File: config.mk
export PLATFORM = sky130hd
export DESIGN_NAME = sa_rdata_router
export DESIGN_NICKNAME = d
export VERILOG_FILES = /design/src/rtl/sa_rdata_router.sv
export SDC_FILE = /design/constraint.sdc
export NUM_CORES = 1
export LEC_CHECK = 0
export ABC_AREA = 1
export CORE_AREA = 2 2 116 118
export CTS_CLUSTER_DIAMETER = 40
export CTS_CLUSTER_SIZE = 25
export DETAILED_ROUTE_END_ITERATION = 8
export DIE_AREA = 0 0 118 120
export PLACE_DENSITY = 0.78
export SLEW_MARGIN = 20
export SYNTH_ARGS = -nofsm -noshare
export SYNTH_HDL_FRONTEND = slang
export SYNTH_SLANG_ARGS = --single-unit
File: constraint.sdc
create_clock -name ACLK_i -period 4.9 [get_ports ACLK_i]
set_clock_uncertainty 0.15 [all_clocks]
set_input_delay 0.98 -clock ACLK_i [delete_from_list [all_inputs] [get_ports ACLK_i]]
set_output_delay 0.98 -clock ACLK_i [all_outputs]
set_load 0.02 [all_outputs]
File: src/rtl/sa_rdata_router.sv
// rtl/sa_rdata_router.sv - slave-side R channel: FIFO-buffered routing of read beats to master dispatchers
// Optional SA_RDATA_BEAT_CNT_EN adds beat_cnt_o, a wrapping count of popped beats.
module sa_rdata_router #(
   parameter int MST_AMT        = 2,
   parameter int DATA_WIDTH     = 32,
   parameter int TRANS_MST_ID_W = 5,
   parameter int MST_ID_W       = (MST_AMT > 1) ? $clog2(MST_AMT) : 1,
   parameter int TRANS_SLV_ID_W = TRANS_MST_ID_W + MST_ID_W,
   parameter int SA_RDATA_DEPTH = 4
) (
   input  logic                                ACLK_i,
   input  logic                                ARESET_i,
   input  logic [TRANS_SLV_ID_W-1:0]           s_RID_i,
   input  logic [DATA_WIDTH-1:0]               s_RDATA_i,
   input  logic                                s_RLAST_i,
   input  logic                                s_RVALID_i,
   output logic                                s_RREADY_o,
   input  logic [MST_AMT-1:0]                  dsp_RREADY_i,
   output logic [TRANS_MST_ID_W*MST_AMT-1:0]   dsp_RID_o,
   output logic [DATA_WIDTH*MST_AMT-1:0]       dsp_RDATA_o,
   output logic [MST_AMT-1:0]                  dsp_RLAST_o,
   output logic [MST_AMT-1:0]                  dsp_RVALID_o,
   output logic                                burst_done_o,
   output logic                                err_bad_id_o
`ifdef SA_RDATA_BEAT_CNT_EN
   ,
   output logic [15:0]                         beat_cnt_o
`endif
);

   localparam int AW = $clog2(SA_RDATA_DEPTH);
   localparam int EW = TRANS_SLV_ID_W + DATA_WIDTH + 1;

   localparam logic [1:0] ST_IDLE    = 2'd0;
   localparam logic [1:0] ST_DELIVER = 2'd1;
   localparam logic [1:0] ST_DRAIN   = 2'd2;

   logic [EW-1:0]             mem_q [SA_RDATA_DEPTH];
   logic [AW:0]               wptr_q, wptr_d, rptr_q, rptr_d;
   logic                      full, empty, push, pop;
   logic                      done_q, err_q;
   logic [EW-1:0]             head;
   logic [TRANS_SLV_ID_W-1:0] head_rid;
   logic [DATA_WIDTH-1:0]     head_data;
   logic                      head_last, head_bad;
   logic [MST_ID_W-1:0]       head_mst;
   logic [1:0]                state;
   logic [MST_AMT-1:0]        rvalid_c;

   assign full  = (wptr_q[AW] != rptr_q[AW]) && (wptr_q[AW-1:0] == rptr_q[AW-1:0]);
   assign empty = (wptr_q == rptr_q);
   assign push  = s_RVALID_i & ~full;

   assign head      = mem_q[rptr_q[AW-1:0]];
   assign head_rid  = head[EW-1 -: TRANS_SLV_ID_W];
   assign head_data = head[DATA_WIDTH:1];
   assign head_last = head[0];
   assign head_mst  = head_rid[TRANS_SLV_ID_W-1 -: MST_ID_W];

   generate
      if ((1 << MST_ID_W) == MST_AMT) begin : g_pow2
         assign head_bad = 1'b0;
      end else begin : g_npow2
         assign head_bad = (head_mst >= MST_ID_W'(MST_AMT));
      end
   endgenerate

   // State is decoded from the current head every cycle, so a new head is
   // acted on in the same cycle it becomes visible after a pop.
   always_comb begin
      state = ST_IDLE;
      if (!empty) state = head_bad ? ST_DRAIN : ST_DELIVER;
   end

   always_comb begin
      rvalid_c = '0;
      for (int i = 0; i < MST_AMT; i++)
         rvalid_c[i] = (state == ST_DELIVER) && (head_mst == MST_ID_W'(i));
   end

   assign pop    = ((state == ST_DELIVER) && |(rvalid_c & dsp_RREADY_i)) || (state == ST_DRAIN);
   assign wptr_d = wptr_q + {{AW{1'b0}}, push};
   assign rptr_d = rptr_q + {{AW{1'b0}}, pop};

   always_ff @(posedge ACLK_i) begin
      if (push) mem_q[wptr_q[AW-1:0]] <= {s_RID_i, s_RDATA_i, s_RLAST_i};
   end

   always_ff @(posedge ACLK_i) begin
      if (ARESET_i) begin
         wptr_q <= '0;
         rptr_q <= '0;
         done_q <= 1'b0;
         err_q  <= 1'b0;
      end else begin
         wptr_q <= wptr_d;
         rptr_q <= rptr_d;
         done_q <= pop & head_last;
         err_q  <= err_q | (state == ST_DRAIN);
      end
   end

`ifdef SA_RDATA_BEAT_CNT_EN
   logic [15:0] cnt_q;
   always_ff @(posedge ACLK_i) begin
      if (ARESET_i)  cnt_q <= 16'd0;
      else if (pop)  cnt_q <= cnt_q + 16'd1;
   end
   assign beat_cnt_o = cnt_q;
`endif

   assign s_RREADY_o   = ~full;
   assign dsp_RVALID_o = rvalid_c;
   assign dsp_RID_o    = {MST_AMT{head_rid[TRANS_MST_ID_W-1:0]}};
   assign dsp_RDATA_o  = {MST_AMT{head_data}};
   assign dsp_RLAST_o  = {MST_AMT{head_last}};
   assign burst_done_o = done_q;
   assign err_bad_id_o = err_q;

endmodule

==> flow_summary_export.csv <==
group,metric,value,unit
outcome,outcome,"finished clean",
route,dr.first_iter.drc_count,339,
power_and_ir_drop,p_total,4730,µW
clock_tree,numCtsBuffers,17,
worst_setup_path,critPathMaxStageDelay,0.69,ns
synthesis,synth_fa_ha_area_share,0.767,%
clock_tree,cts_root_buf,"clkbuf_16",
global_route,grt_max_degree,81,
final_layout,mostFrequentLayoutCells,"edfxtp_1 (156), clkdlybuf4s50_1 (123), nor2_1 (81), o21ai_0 (74), o22ai_1 (37)",
final_layout,utilization,63.5,%
clock_tree,cts_hold_buf,0,
clock_tree,cts_tree,"done",
timing,slew_headroom,49.9,%
power_and_ir_drop,ir_drop,0.000264,V
timing,fin_setup_tns,0,ns
global_route,antenna_found_initial,0,
final_layout,antenna_cells,0,
synthesis,ys_ff_latch,163,
floorplan,core_area,13000,µm²
worst_setup_path,criticalPathCategory,"flop to output port",
synthesis,yosys.area_share.simple,7.76,%
clock_tree,clock_path_buffers,2,
final_layout,layout_commonest_cell,"edfxtp_1",
clock_tree,postCtsSetupBuffers,0,
floorplan,die_h,120,µm
worst_setup_path,cp.arrival,2.73,ns
timing,tightestPinTransition,0.752,ns
timing,setup_viol,0,
power_and_ir_drop,power.density,574,nW/µm²
worst_setup_path,critical_path_required,3.77,ns
worst_setup_path,crit_fanout,80,
final_layout,nFillCells,920,
floorplan,num_io_pins,125,
power_and_ir_drop,leakage,0.00283,µW
synthesis,synthCells,484,
synthesis,synthXorXnorAreaFrac,0.268,%
floorplan,die-area,14200,µm²
route,routed-via-count,4037,
placed_design,port-buffer-count,123,
synthesis,yosysSeqAreaShare,73.9,%
global_route,grt_pass1_wl,20800,µm
worst_setup_path,crit_path_cell_trace,"inv_4 > o21ai_0 > o22ai_1 > clkdlybuf4s50_1",
global_route,grt_usage,19.5,%
worst_setup_path,end_kind,"output port",
clock_tree,clock-sinks,163,
synthesis,synth_area_per_cell,13.5,µm²
worst_setup_path,cpMaxStageDelayCell,"clkdlybuf4s50_1",
route,drc,0,
timing,fmax,0.259,GHz
clock_tree,clk_transition_reported_paths,0.06,ns
timing,rsz0062_at_grt,"false",
clock_tree,cts.repair.resized,0,
worst_hold_path,hold_path.class,"flop to flop",
synthesis,synth_compound_area_share,9.51,%
clock_tree,htreeDepth,4,
floorplan,start_util,50.3,%
global_route,grt-ovfl-total,0,
timing,slew_violations,0,
synthesis,synth-warning-count,0,
clock_tree,insertion_delay,0.41,ns
route,post_drt_via_cell_ratio,5.33,
floorplan,rows,42,
placed_design,gp_congestion,0.727,
final_layout,fin_nets,617,
job,cap_violations,0,
worst_setup_path,reg2reg_depth,7,
synthesis,ys_types,23,
worst_setup_path,start_kind,"flop",
route,post_drt_wl_per_cell,17.6,µm
synthesis,synth_top_family_by_area,"compound AO/OA/AOI/OAI gates",
timing,fin_ws,1.04,ns
final_layout,drive_above_1_share,9.62,%
floorplan,die_x,118,µm
timing,fin_crit_sh,78.7,%
synthesis,yosys-mux-area-fraction,0,%
route,wl,13300,µm
synthesis,synth_area,6530,µm²
timing,period_needed,3.86,ns
final_layout,fin_area,8240,µm²
placed_design,post-place-ws,1.49,ns
route,ant_nets,0,
worst_hold_path,min_path_cells,2,
final_layout,area_growth,26.3,%
timing,finalHoldViolCount,0,
placed_design,placed_area,7610,µm²
global_route,grt_pass1_vias,4142,
route,drt-pass1-iter-count,4,
placed_design,hpwl,7480,µm
synthesis,syn_nets,532,
-- stage by stage --
stage / cells / hold WS [ns]
6_report: 758 / 0.397
5_1_grt: 758 / 0.432
3_5_place_dp: 726 / 0.382
3_3_place_gp: 726 / 0.376
4_1_cts: 758 / 0.401
2_1_floorplan: 484 / 0.354
-- report_power, final --
group	total [µW]	leakage [µW]	internal, µW	switching [µW]
clock	1400	0.000294	858	540
combinational	1680	0.00105	699	980
sequential	1650	0.00149	1610	44.5
-- worst max-delay path: cells and delay by family (launching register included) --
| kind | cells | cell delay [ns] |
|---|---|---|
| buffers and inverters | 2 | 1.30 |
| AO/OA/AOI/OAI | 2 | 0.50 |
| flip-flops | 1 | 0.47 |
-- cell families after synthesis --
logic type | after synthesis
other | 1
buffers and inverters | 80
AOI/OAI and AO/OA | 114
adders and majority gates | 4
xor gates and xnor gates | 2
DFF | 163
and+or+nand+nor | 120
-- Yosys cell counts, drive strengths merged --
| cell type | count | area share, % |
|---|---|---|
| o21ai | 76 | 5.8 |
| dfxtp | 7 | 2.1 |
| a21oi | 1 | 0.13 |
| xnor2 | 2 | 0.27 |
| inv | 16 | 0.96 |
| clkbuf | 11 | 0.63 |
| edfxtp | 156 | 72 |
| nand2 | 28 | 1.8 |
| buf | 53 | 6.1 |
| o22ai | 37 | 3.5 |
| nand4 | 1 | 0.19 |
| nand3 | 6 | 0.84 |
| ha | 4 | 0.77 |
| nor2 | 81 | 4.7 |
| conb | 1 | 0.057 |
| nor3 | 4 | 0.31 |
-- state kept, by name (all words and copies together), names as in the netlist --
register	count
mem_q	156
rptr_q	3
wptr_q	3
burst_done_o	1
-- worst paths after layout --
kind	startpoint	endpoint	slack, ns
worst min-delay path	wptr_q[2]$_SDFF_PP0_	wptr_q[2]$_SDFF_PP0_	0.40
worst max register to register	rptr_q[0]$_SDFF_PP0_	mem_q[1][14]$_DFFE_PP_	2.12
worst max-delay path	rptr_q[0]$_SDFF_PP0_	dsp_RDATA_o[39]	1.04
worst min register to register	wptr_q[2]$_SDFF_PP0_	wptr_q[2]$_SDFF_PP0_	0.40
-- metal layers --
metal  wire length (µm)  share of wire, %  GRT usage, %  vias to the layer above
met3                736               5.5          5.99                       16
li1                   -                 -             -                     1884
met1               5200                39          21.8                     2000
met2               7160                54          34.4                      137
met5                  0                 0             0                        -
met4                243               1.8          8.43                        0
-- cell type report --
type                       count  area [µm²]  area share, %
timing repair buffer         130        1280           15.6
multi-input combinational    241        1220           14.8
clock buffer                  17         425           5.16
sequential                   163        4830           58.6
clock inverter                15         204           2.47
inverter                      16        62.6          0.759
tap                          176         220           2.67
Power figures use the tool's default switching activity.
